--- config.mk ---
export PLATFORM = sky130hd
export DESIGN_NAME = lcd_bus_arbiter_flat
export DESIGN_NICKNAME = d
export VERILOG_FILES = /design/src/rtl/lcd_bus_arbiter_if.sv /design/src/rtl/lcd_bus_arbiter.sv /design/src/flat_wrapper.sv
export SDC_FILE = /design/constraint.sdc
export NUM_CORES = 1
export LEC_CHECK = 0
export CAP_MARGIN = 20
export CORE_MARGIN = 3
export CORE_UTILIZATION = 30
export DETAILED_ROUTE_END_ITERATION = 7
export PLACE_DENSITY = 0.57
export SLEW_MARGIN = 20
export SYNTH_ARGS = -nofsm -noshare
export SYNTH_HDL_FRONTEND = slang
export SYNTH_SLANG_ARGS = --single-unit
--- constraint.sdc ---
create_clock -name clk -period 5.1 [get_ports clk]
set_clock_uncertainty 0.05 [all_clocks]
set_input_delay 0.765 -clock clk [delete_from_list [all_inputs] [get_ports clk]]
set_output_delay 0.765 -clock clk [all_outputs]
set_load 0.1 [all_outputs]
--- src/rtl/lcd_bus_arbiter_if.sv ---
// Requester handshakes and the 8080 panel bus shared by lcd_bus_arbiter and its users.
// The slave modport is the arbiter's view of the bus; master is the requester/panel side.
interface lcd_bus_arbiter_if;
   logic        req0_valid;
   logic        req0_ready;
   logic [15:0] req0_data;
   logic        req0_dc_n;
   logic        req0_last;
   logic        req1_valid;
   logic        req1_ready;
   logic [15:0] req1_data;
   logic        req1_dc_n;
   logic        req1_last;
   logic [15:0] lcd_data_o;
   logic        lcd_wr_n_o;
   logic        lcd_dc_n_o;
   logic        lcd_rd_n_o;
   logic        lcd_im0_o;

   modport slave (
      input  req0_valid, req0_data, req0_dc_n, req0_last,
      input  req1_valid, req1_data, req1_dc_n, req1_last,
      output req0_ready, req1_ready,
      output lcd_data_o, lcd_wr_n_o, lcd_dc_n_o, lcd_rd_n_o, lcd_im0_o
   );

   modport master (
      output req0_valid, req0_data, req0_dc_n, req0_last,
      output req1_valid, req1_data, req1_dc_n, req1_last,
      input  req0_ready, req1_ready,
      input  lcd_data_o, lcd_wr_n_o, lcd_dc_n_o, lcd_rd_n_o, lcd_im0_o
   );
endinterface

--- src/rtl/lcd_bus_arbiter.sv ---
// Two-requester round-robin arbiter with burst locking driving an 8080 write-only panel bus.
// Define LCD_ARB_WATCHDOG_EN to build the idle-lock watchdog that revokes a stalled burst owner.
module lcd_bus_arbiter #(
   parameter int unsigned WR_LOW_CYC  = 2,
   parameter int unsigned WR_HIGH_CYC = 2,
   parameter int unsigned TIMEOUT_CYC = 255,
   parameter bit          IM0_VAL     = 1'b1
) (
   input  logic                    clk,
   input  logic                    reset,
   lcd_bus_arbiter_if.slave        bus,
   output logic [1:0]              grant_o,
   output logic                    busy_o,
   output logic                    timeout_o
);

   typedef enum logic [1:0] {
      IDLE  = 2'd0,
      WR_LO = 2'd1,
      WR_HI = 2'd2
   } state_e;

   if (WR_LOW_CYC < 1 || WR_LOW_CYC > 255 || WR_HIGH_CYC < 1 || WR_HIGH_CYC > 255 ||
       TIMEOUT_CYC < 1 || TIMEOUT_CYC > 65535) begin : g_bad_param
      $error("lcd_bus_arbiter: parameter out of legal range");
   end

   function automatic logic [1:0] onehot2(input logic idx);
      return idx ? 2'b10 : 2'b01;
   endfunction

   state_e      state_q, state_d;
   logic [7:0]  phase_q, phase_d;
   logic [15:0] data_q, data_d;
   logic        dc_n_q, dc_n_d;
   logic        wr_n_q, wr_n_d;
   logic        lock_q, lock_d;
   logic        owner_q, owner_d;
   logic        ptr_q, ptr_d;
   logic        cur_q, cur_d;
   logic [1:0]  grant_q, grant_d;
   logic        busy_q, busy_d;
   logic        timeout_q, timeout_d;
`ifdef LCD_ARB_WATCHDOG_EN
   logic [15:0] wd_cnt_q, wd_cnt_d;
`endif

   logic        win_s;
   logic        win_valid_s;
   logic        accept_s;
   logic [15:0] win_data_s;
   logic        win_dc_n_s;
   logic        win_last_s;

   // Arbitration: a held lock pins the winner to its owner even while the owner is silent.
   always_comb begin
      win_s       = 1'b0;
      win_valid_s = 1'b0;
      if (lock_q) begin
         win_s       = owner_q;
         win_valid_s = owner_q ? bus.req1_valid : bus.req0_valid;
      end else if (bus.req0_valid && bus.req1_valid) begin
         win_s       = ptr_q;
         win_valid_s = 1'b1;
      end else if (bus.req0_valid) begin
         win_s       = 1'b0;
         win_valid_s = 1'b1;
      end else if (bus.req1_valid) begin
         win_s       = 1'b1;
         win_valid_s = 1'b1;
      end else begin
         win_s       = 1'b0;
         win_valid_s = 1'b0;
      end
   end

   assign accept_s   = (state_q == IDLE) && win_valid_s && !reset;
   assign win_data_s = win_s ? bus.req1_data : bus.req0_data;
   assign win_dc_n_s = win_s ? bus.req1_dc_n : bus.req0_dc_n;
   assign win_last_s = win_s ? bus.req1_last : bus.req0_last;

   assign bus.req0_ready = accept_s && !win_s;
   assign bus.req1_ready = accept_s &&  win_s;

   // Next-state, strobe timing, lock/pointer bookkeeping and registered status outputs.
   always_comb begin
      state_d   = state_q;
      phase_d   = phase_q;
      data_d    = data_q;
      dc_n_d    = dc_n_q;
      wr_n_d    = wr_n_q;
      lock_d    = lock_q;
      owner_d   = owner_q;
      ptr_d     = ptr_q;
      cur_d     = cur_q;
      timeout_d = 1'b0;
`ifdef LCD_ARB_WATCHDOG_EN
      wd_cnt_d  = 16'd0;
`endif
      case (state_q)
         IDLE: begin
            if (accept_s) begin
               data_d  = win_data_s;
               dc_n_d  = win_dc_n_s;
               wr_n_d  = 1'b0;
               phase_d = 8'(WR_LOW_CYC - 1);
               state_d = WR_LO;
               cur_d   = win_s;
               if (win_last_s) begin
                  lock_d = 1'b0;
                  ptr_d  = ~win_s;
               end else begin
                  lock_d  = 1'b1;
                  owner_d = win_s;
               end
            end else begin
`ifdef LCD_ARB_WATCHDOG_EN
               // Not accepting while locked means the owner's valid is low: count toward revocation.
               if (lock_q) begin
                  if (wd_cnt_q == 16'(TIMEOUT_CYC - 1)) begin
                     lock_d    = 1'b0;
                     ptr_d     = ~owner_q;
                     timeout_d = 1'b1;
                     wd_cnt_d  = 16'd0;
                  end else begin
                     wd_cnt_d  = wd_cnt_q + 16'd1;
                  end
               end else begin
                  wd_cnt_d = 16'd0;
               end
`else
               state_d = IDLE;
`endif
            end
         end
         WR_LO: begin
            if (phase_q == 8'd0) begin
               state_d = WR_HI;
               wr_n_d  = 1'b1;
               phase_d = 8'(WR_HIGH_CYC - 1);
            end else begin
               phase_d = phase_q - 8'd1;
            end
         end
         WR_HI: begin
            if (phase_q == 8'd0) begin
               state_d = IDLE;
            end else begin
               phase_d = phase_q - 8'd1;
            end
         end
         default: begin
            state_d = IDLE;
            wr_n_d  = 1'b1;
         end
      endcase

      if (state_d != IDLE) begin
         grant_d = onehot2(cur_d);
      end else if (lock_d) begin
         grant_d = onehot2(owner_d);
      end else begin
         grant_d = 2'b00;
      end
      busy_d = (state_d != IDLE) || lock_d;
   end

   // State and output registers with synchronous reset.
   always_ff @(posedge clk) begin
      if (reset) begin
         state_q   <= IDLE;
         phase_q   <= 8'd0;
         data_q    <= 16'd0;
         dc_n_q    <= 1'b1;
         wr_n_q    <= 1'b1;
         lock_q    <= 1'b0;
         owner_q   <= 1'b0;
         ptr_q     <= 1'b0;
         cur_q     <= 1'b0;
         grant_q   <= 2'b00;
         busy_q    <= 1'b0;
         timeout_q <= 1'b0;
`ifdef LCD_ARB_WATCHDOG_EN
         wd_cnt_q  <= 16'd0;
`endif
      end else begin
         state_q   <= state_d;
         phase_q   <= phase_d;
         data_q    <= data_d;
         dc_n_q    <= dc_n_d;
         wr_n_q    <= wr_n_d;
         lock_q    <= lock_d;
         owner_q   <= owner_d;
         ptr_q     <= ptr_d;
         cur_q     <= cur_d;
         grant_q   <= grant_d;
         busy_q    <= busy_d;
         timeout_q <= timeout_d;
`ifdef LCD_ARB_WATCHDOG_EN
         wd_cnt_q  <= wd_cnt_d;
`endif
      end
   end

   assign bus.lcd_data_o = data_q;
   assign bus.lcd_wr_n_o = wr_n_q;
   assign bus.lcd_dc_n_o = dc_n_q;
   assign bus.lcd_rd_n_o = 1'b1;
   assign bus.lcd_im0_o  = IM0_VAL;
   assign grant_o        = grant_q;
   assign busy_o         = busy_q;
   assign timeout_o      = timeout_q;

endmodule

--- src/flat_wrapper.sv ---
// flat-port wrapper written by rule: the top's interface ports become plain ports
module lcd_bus_arbiter_flat 
#(
   parameter int unsigned WR_LOW_CYC  = 2,
   parameter int unsigned WR_HIGH_CYC = 2,
   parameter int unsigned TIMEOUT_CYC = 255,
   parameter bit          IM0_VAL     = 1'b1
)
  (clk, reset, grant_o, busy_o, timeout_o, bus_req0_valid, bus_req0_data, bus_req0_dc_n, bus_req0_last, bus_req1_valid, bus_req1_data, bus_req1_dc_n, bus_req1_last, bus_req0_ready, bus_req1_ready, bus_lcd_data_o, bus_lcd_wr_n_o, bus_lcd_dc_n_o, bus_lcd_rd_n_o, bus_lcd_im0_o);
  lcd_bus_arbiter_if bus_i ();
  input  logic clk;
  input  logic reset;
  output logic [1:0] grant_o;
  output logic busy_o;
  output logic timeout_o;
  input wire logic [$bits(bus_i.req0_valid)-1:0] bus_req0_valid;
  input wire logic [$bits(bus_i.req0_data)-1:0] bus_req0_data;
  input wire logic [$bits(bus_i.req0_dc_n)-1:0] bus_req0_dc_n;
  input wire logic [$bits(bus_i.req0_last)-1:0] bus_req0_last;
  input wire logic [$bits(bus_i.req1_valid)-1:0] bus_req1_valid;
  input wire logic [$bits(bus_i.req1_data)-1:0] bus_req1_data;
  input wire logic [$bits(bus_i.req1_dc_n)-1:0] bus_req1_dc_n;
  input wire logic [$bits(bus_i.req1_last)-1:0] bus_req1_last;
  output wire logic [$bits(bus_i.req0_ready)-1:0] bus_req0_ready;
  output wire logic [$bits(bus_i.req1_ready)-1:0] bus_req1_ready;
  output wire logic [$bits(bus_i.lcd_data_o)-1:0] bus_lcd_data_o;
  output wire logic [$bits(bus_i.lcd_wr_n_o)-1:0] bus_lcd_wr_n_o;
  output wire logic [$bits(bus_i.lcd_dc_n_o)-1:0] bus_lcd_dc_n_o;
  output wire logic [$bits(bus_i.lcd_rd_n_o)-1:0] bus_lcd_rd_n_o;
  output wire logic [$bits(bus_i.lcd_im0_o)-1:0] bus_lcd_im0_o;
  assign bus_i.req0_valid = bus_req0_valid;
  assign bus_i.req0_data = bus_req0_data;
  assign bus_i.req0_dc_n = bus_req0_dc_n;
  assign bus_i.req0_last = bus_req0_last;
  assign bus_i.req1_valid = bus_req1_valid;
  assign bus_i.req1_data = bus_req1_data;
  assign bus_i.req1_dc_n = bus_req1_dc_n;
  assign bus_i.req1_last = bus_req1_last;
  assign bus_req0_ready = bus_i.req0_ready;
  assign bus_req1_ready = bus_i.req1_ready;
  assign bus_lcd_data_o = bus_i.lcd_data_o;
  assign bus_lcd_wr_n_o = bus_i.lcd_wr_n_o;
  assign bus_lcd_dc_n_o = bus_i.lcd_dc_n_o;
  assign bus_lcd_rd_n_o = bus_i.lcd_rd_n_o;
  assign bus_lcd_im0_o = bus_i.lcd_im0_o;
  lcd_bus_arbiter #(.WR_LOW_CYC(WR_LOW_CYC), .WR_HIGH_CYC(WR_HIGH_CYC), .TIMEOUT_CYC(TIMEOUT_CYC), .IM0_VAL(IM0_VAL)) u_core (.clk(clk), .reset(reset), .bus(bus_i), .grant_o(grant_o), .busy_o(busy_o), .timeout_o(timeout_o));
endmodule
### Word-level counts from Yosys, hierarchy flattened

Index checks and enable logic that the tools add are counted.

| cells by class | value |
|---|---|
| add/sub/neg operators | 1 |
| eq/ne operators | 5 |
| muxes and demuxes | 34 |
| bitwise operators | 2 |
| reductions and logical operators | 16 |

Operators by type and width:

| cell | count |
|---|---|
| 8-bit 2-to-1 mux | 3 |
| 8-bit one-hot mux with 3 select lines | 1 |
| 1-bit 2-to-1 mux | 21 |
| 16-bit 2-to-1 mux | 1 |
| 2-bit 2-to-1 mux | 6 |
| 3-bit AND reduction | 3 |
| 8-bit zero test | 1 |
| 8-bit by 1-bit subtractor with 8-bit output (second input constant) | 1 |
| 2-bit one-hot mux with 3 select lines | 1 |
| 1-bit logical AND | 5 |
| 2-bit by 1-bit != test with 1-bit output (second input constant) | 2 |
| 1-bit one-hot mux with 3 select lines | 1 |
| 3-bit nonzero test | 1 |
| 2-bit by 1-bit == test with 1-bit output (second input constant) | 1 |
| 2-bit == test (second input constant) | 1 |
| 1-bit zero test | 2 |
| 2-bit zero test | 1 |
| 2-bit != test (second input constant) | 1 |
| 1-bit NOT | 2 |
| 2-bit AND reduction | 1 |
| 2-bit nonzero test | 1 |
| 1-bit logical OR | 1 |

| storage, ports and cells | value |
|---|---|
| flip-flop bits (word level) | 35 |
| output and inout port bits | 26 |
| word-level logic and storage cells | 69 |

### Logic depth before layout (Yosys ltp)

Gate-level depths: netlist (run 1).

| depth | value |
|---|---|
| depth after elaboration | 11 |
| gate-level depth with buffers | 8 |

### Least setup slack after synthesis (run 1)

OpenSTA, ideal clock, no wires.

| path | value |
|---|---|
| path type | input port to output port |
| start point | input reset |
| end point | output bus_req0_ready |
| arrival | 2.747 ns |
| slack | 1.538 ns |
| stages on the path | 4 |
| path buffers | 2 |
| cells stage by stage | clkbuf_1 -> a2111o_1 -> clkbuf_1 -> nor2_1 |

| on the way | value |
|---|---|
| longest elaborated chain between the ends | 3 |

RTL lines:

| item | line | source |
|---|---|---|
| start, declared | flat_wrapper.sv:12 | `input logic reset;` |
| 1-bit zero test | lcd_bus_arbiter.sv:77 | `assign accept_s = (state_q == IDLE) && win_valid_s && !reset;` |
| 1-bit logical AND | lcd_bus_arbiter.sv:77 |  |
| 1-bit logical AND | lcd_bus_arbiter.sv:82 | `assign bus.req0_ready = accept_s && !win_s;` |
| end, declared | flat_wrapper.sv:24 | `output wire logic [$bits(bus_i.req0_ready)-1:0] bus_req0_ready;` |

No other way between the ends.

### Worst setup path after layout (run 1)

| path | value |
|---|---|
| start point | input bus_req1_valid |
| end point | output bus_req0_ready |

| on the way | value |
|---|---|
| longest elaborated chain between the ends | 7 |
| elaborated cells on any way between the ends | 13 |
| those cells by class | mux (8); reduce/logical (5) |

RTL lines:

| item | line | source |
|---|---|---|
| start, declared | flat_wrapper.sv:20 | `input wire logic [$bits(bus_i.req1_valid)-1:0] bus_req1_valid;` |
| 1-bit 2-to-1 mux | lcd_bus_arbiter.sv:68 | `end else if (bus.req1_valid) begin` |
| 1-bit 2-to-1 mux | lcd_bus_arbiter.sv:65 | `end else if (bus.req0_valid) begin` |
| 1-bit 2-to-1 mux | lcd_bus_arbiter.sv:62 | `end else if (bus.req0_valid && bus.req1_valid) begin` |
| 1-bit 2-to-1 mux | lcd_bus_arbiter.sv:59 | `if (lock_q) begin` |
| 1-bit logical AND (2 in series) | lcd_bus_arbiter.sv:77 |  |
| 1-bit logical AND (*) | lcd_bus_arbiter.sv:82 |  |

Every way passes the cells marked *; elsewhere a longest branch is shown, timed or not.

==> summary.md, run 1 <==
| Metric | Value |
|---|---|
| DPL Wire Length | `3322 µm` |
| Final Max Slew Viols | `0` |
| Most frequent cell after synthesis | `dfxtp_1` |
| DP Area | `2510 µm²` |
| I/O Pins | `66` |
| First-pass GRT wire length | `7445 µm` |
| Number of vias per cell | `5.086` |
| Fin crit share | `64.70%` |
| #FFs+latches synth | `35` |
| Count of cell types in the netlist | `45` |
| Hold path cells | `2` |
| Area Overhead vs Synth | `44.46%` |
| Chip width | `84.09 µm` |
| Router iterations before antenna repair | `4` |
| Cts repair resizes | `0` |
| Layout net count | `311` |
| Post-synth top cells | `dfxtp_1 (35), nor2_1 (31), mux2i_1 (19), a211oi_1 (17), a21oi_1 (12)` |
| Root Driver | `clkbuf_8` |
| Hold-fix buffers at CTS | `0` |
| Avg Cell Area, Syn | `8.794 µm²` |
| Outcome | `finished clean` |
| Final setup vio count | `0` |
| CTS tree | `done` |
| R2R cell count | `8` |
| Measured slew at the worst slew-check pin | `0.9963 ns` |
| Static leakage | `0.0009759 µW` |
| Setup TNS | `0 ns` |
| Cell taking the most area after synthesis | `dfxtp_1` |
| Post-synthesis instance total | `208` |
| Worst Slack Setup Final | `1.800 ns` |
| CTS Buf Count | `5` |
| Iter 0 DRT Violations | `68` |
| Worst-Skew Late Latency | `0.28 ns` |
| Final non-filler cell total | `338` |
| H-tree depth | `2` |
| Post-route cell area | `2643 µm²` |
| MaxCap Viol Count | `0` |
| All-Layer GR Usage | `12.73%` |
| Clk buf depth | `2` |
| Antenna fix cells | `0` |
| Place WS | `1.798 ns` |
| PortBufs | `62` |
| Share of cells above drive strength 1 | `7.143%` |
| Syn. warnings | `0` |
| CP Max Fanout | `10` |
| Die height | `84.09 µm` |
| Initial antenna violation count | `0` |
| Starting Density | `32.04%` |
| Number of enable flip-flop cells after synthesis | `0` |
| Clk sinks | `35` |
| CP arrival | `2.48 ns` |
| Inst Count DP | `330` |
| Largest net degree at the start of global routing | `40` |
| Final Hold Fails | `0` |
| Overall routed net length | `4456 µm` |
| Top FF cell, synth | `dfxtp_1` |
| CP required | `4.28 ns` |
| Die area | `7070 µm²` |
| Global placement routability congestion | `0.7324` |
| GRT overflow | `0` |
| Ys async rst share | `0%` |
| Vias | `1719` |
| Synth top area cells | `dfxtp_1 (38%), mux2i_1 (10%), a211oi_1 (7.0%)` |
| Maximum clock frequency | `303.1 MHz` |
| Type of the worst setup path | `input pin to output port` |
| Cell Area, Synth | `1829 µm²` |
| Vias in the first global route | `1535` |
| Seq/Total Area, Yosys | `38.30%` |
| Hold Path Class | `flop to flop` |
| PD cells | `367.2 nW/µm²` |
| Core area | `5709 µm²` |
| Std-Cell Rows | `27` |
| Final ANT Viol Nets | `0` |
| Worst setup EP type | `output port` |
| Filler cells | `558` |
| Clock slew at the register clock pins of the worst setup and hold paths | `0.07 ns` |
| Relative slew slack | `33.37%` |
| Peak supply drop | `0.1554 mV` |
| Drt wl/cell | `13.18 µm` |
| Final Critical Period | `3.300 ns` |
| Share of the synthesized area in the top cell type | `38.30%` |
| RSZ-0062 raised after global routing | `no` |
| # DRC | `0` |
| Post-CTS Setup Inserts | `0` |
| Worst Setup Start Kind | `input pin` |
per-stage QoR:
| step | utilization (%) | hold WS, ns | power (µW) |
|---|---|---|---|
| 2_1_floorplan | - | 0.4170 | 587.7 |
| 3_3_place_gp | 43.96 | 0.4339 | 683.1 |
| 3_5_place_dp | 43.96 | 0.4377 | 683.7 |
| 4_1_cts | 46.29 | 0.4463 | 982.1 |
| 5_1_grt | 46.29 | 0.4716 | 1017 |
| 6_report | 46.29 | 0.4421 | 970.4 |
area by class of cell:
class	count	area, µm²	area share, %
Multi-Input combinational cell	150	1039	39.30
Timing Repair Buffer	65	650.6	24.62
Clock buffer	6	72.57	2.746
Tap cell	72	90.09	3.409
Sequential cell	35	700.7	26.52
Clock inverter	2	60.06	2.273
Inverter	8	30.03	1.136
cell families after synthesis:
family,share of synthesized area (%)
AOI/OAI and AO/OA,24.62
adders and majority gates,4.104
buffers and inverters,6.019
DFF,38.30
muxes,11.63
other,0.4105
and+or+nand+nor,14.91
registers in the layout, indices dropped and copies added (netlist names):
name                   flops
u_core.owner_q             1
u_core.bus.lcd_data_o     16
u_core.bus.lcd_wr_n_o      1
u_core.state_q             2
u_core.cur_q               1
u_core.bus.lcd_dc_n_o      1
u_core.ptr_q               1
u_core.busy_o              1
u_core.phase_q             8
u_core.grant_o             2
u_core.lock_q              1
final timing paths:
kind	from	end	slack, ns
worst min-delay path	u_core.phase_q[4]	u_core.phase_q[4]	0.44
worst max register to register	u_core.state_q[0]	u_core.grant_o[0]	2.66
worst min register to register	u_core.phase_q[4]	u_core.phase_q[4]	0.44
worst max-delay path	bus_req1_valid	bus_req0_ready	1.80
routing by layer:
metal  GRT usage, %  vias up  wire length [µm]
met4          2.632        0                40
met3          5.232        6               338
li1               -      882                 -
met2          19.01       48              1960
met5              0        -                 0
met1          17.19      783              2117
critical path, cell delays in order:
cell and delay, ns:
clkdlybuf4s50_1 0.51, mux2i_1 0.15, a2111o_1 0.59, nor2_1 0.16, buf_4 0.30
power breakdown:
group | switching (µW) | leakage, µW | internal [µW]
Combinational | 250 | 0.000623 | 111
Clock | 99.9 | 0.0000654 | 195
Sequential | 15.6 | 0.000287 | 299
Total | 365 | 0.000976 | 605
cells in the final DEF, fill, tap and decap left out, drive strengths merged, types with 2 or more instances in the layout:
master	netlist	final
a2111oi	6	6
a211o	2	2
a211oi	17	17
a21oi	12	12
a221o	2	2
a31o	3	3
buf	9	5
bufinv	0	2
clkbuf	7	6
clkdlybuf4s50	0	60
conb	2	3
dfxtp	35	35
ha	6	6
inv	8	8
mux2	2	2
mux2i	19	19
nand2	8	8
nand3	2	2
nand4	3	3
nor2	31	31
nor3	5	5
o211ai	2	2
o21ai	7	7
or3	2	2
No activity file was read; power rests on OpenSTA's default activity.
==> run 2: changes to the inputs <==
PLACE_DENSITY = 0.6   (was 0.57)
clock period = 2.9 ns   (was 5.1 ns; I/O delays follow)
==> run 2 against run 1 <==
Against the previous run: critical path depth up 1; utilization is 0.83 points lower; cell count rose by 0.59%; clock-buffer cell count unchanged; clock power increased by 24%; critical path type unchanged.
==> summary.md, run 2 (synthesized netlist as in run 1, its figures left out) <==
| Metric | Value |
|---|---|
| I/O Pins | `66` |
| CP arrival | `2.13 ns` |
| Inst Count DP | `333` |
| Final Critical Period | `2.620 ns` |
| Type of the worst setup path | `input pin to output port` |
| Outcome | `finished clean` |
| PortBufs | `62` |
| H-tree depth | `2` |
| PD cells | `601.7 nW/µm²` |
| DP Area | `2507 µm²` |
| Core area | `5709 µm²` |
| Fin crit share | `90.34%` |
| # DRC | `0` |
| Std-Cell Rows | `27` |
| Max reg flops | `16` |
| Peak supply drop | `0.2850 mV` |
| RSZ-0062 raised after global routing | `no` |
| Worst setup EP type | `output port` |
| Worst Slack Setup Final | `0.2800 ns` |
| Router iterations before antenna repair | `4` |
| Hold path cells | `1` |
| Antenna fix cells | `0` |
| Cts repair resizes | `0` |
| Final Max Slew Viols | `0` |
| Starting Density | `32.04%` |
| Iter 0 DRT Violations | `44` |
| Vias | `1706` |
| Hold Path Class | `flop to flop` |
| Maximum clock frequency | `381.7 MHz` |
| Largest net degree at the start of global routing | `36` |
| DPL Wire Length | `3609 µm` |
| First-pass GRT wire length | `7983 µm` |
| Hold-fix buffers at CTS | `0` |
| GRT overflow | `0` |
| Setup TNS | `0 ns` |
| Static leakage | `0.001011 µW` |
| Root Driver | `clkbuf_8` |
| CTS Buf Count | `5` |
| Final non-filler cell total | `340` |
| CP Max Fanout | `4` |
| Clk sinks | `35` |
| Filler cells | `565` |
| Place WS | `0.2678 ns` |
| Clock slew at the register clock pins of the worst setup and hold paths | `0.07 ns` |
| Relative slew slack | `55.67%` |
| Vias in the first global route | `1589` |
| Worst-Skew Late Latency | `0.29 ns` |
| CP required | `2.41 ns` |
| Layout net count | `314` |
| Most frequent cells in the layout | `clkdlybuf4s50_1 (39), dfxtp_1 (35), nor2_1 (30)` |
| Measured slew at the worst slew-check pin | `0.6482 ns` |
| All-Layer GR Usage | `13.75%` |
| Drt wl/cell | `13.97 µm` |
| Chip width | `84.09 µm` |
| Die area | `7070 µm²` |
| Clk buf depth | `2` |
| Die height | `84.09 µm` |
| MaxCap Viol Count | `0` |
| Final setup vio count | `0` |
| Number of vias per cell | `5.018` |
| Overall routed net length | `4749 µm` |
| Total power | `1561 µW` |
| Worst Setup Start Kind | `input pin` |
| Post-route cell area | `2595 µm²` |
| Post-CTS Setup Inserts | `0` |
| Global placement routability congestion | `0.8456` |
| Most common cell after layout, fill and taps aside | `clkdlybuf4s50_1` |
| Final Hold Fails | `0` |
| Final ANT Viol Nets | `0` |
| R2R cell count | `7` |
| Initial antenna violation count | `0` |
| Area Overhead vs Synth | `41.86%` |
| Share of cells above drive strength 1 | `16.42%` |
| CTS tree | `done` |
## run 2: metal layers
layer	up-vias	share of wire, %	GRT usage (%)
met4	0	1.3	3.947
met1	782	47	18.79
met2	37	47	20.44
met5	-	0	0
li1	881	-	-
met3	6	4.9	4.640
## run 2: cell type report
| class | instances | area, µm² | area share, % |
|---|---|---|---|
| multi-input combinational | 150 | 1041 | 40.12 |
| inverter | 8 | 30.03 | 1.157 |
| sequential | 35 | 700.7 | 27.00 |
| tap | 72 | 90.09 | 3.472 |
| clock buffer | 6 | 82.58 | 3.182 |
| clock inverter | 1 | 5.005 | 0.1929 |
| timing repair buffer | 68 | 645.6 | 24.88 |
## run 2: critical path, cell delays in order
cell,delay (ns)
clkdlybuf4s50_1,0.50
mux2i_1,0.15
a2111oi_4,0.48
buf_4,0.21
and2_1,0.17
buf_12,0.18
## run 2: metrics by stage
stage,util (%),hold WS [ns]
finish,45.45,0.4442
global route,45.45,0.4730
CTS,45.45,0.4497
detailed placement,43.92,0.4270
global placement,43.92,0.4331
floorplan,-,0.4170
## run 2: power by group
group | leakage [µW] | internal, µW | switching (µW)
Clock | 0.0000470 | 186 | 179
Combinational | 0.000677 | 197 | 445
Sequential | 0.000287 | 525 | 28.2
Total | 0.00101 | 909 | 653
## run 2: final timing paths
path	from	end	slack, ns
max	bus_req1_valid	bus_req1_ready	0.28
min	u_core.bus.lcd_wr_n_o	u_core.bus.lcd_wr_n_o	0.44
max reg2reg	u_core.phase_q[0]	u_core.phase_q[0]	0.56
min reg2reg	u_core.bus.lcd_wr_n_o	u_core.bus.lcd_wr_n_o	0.44
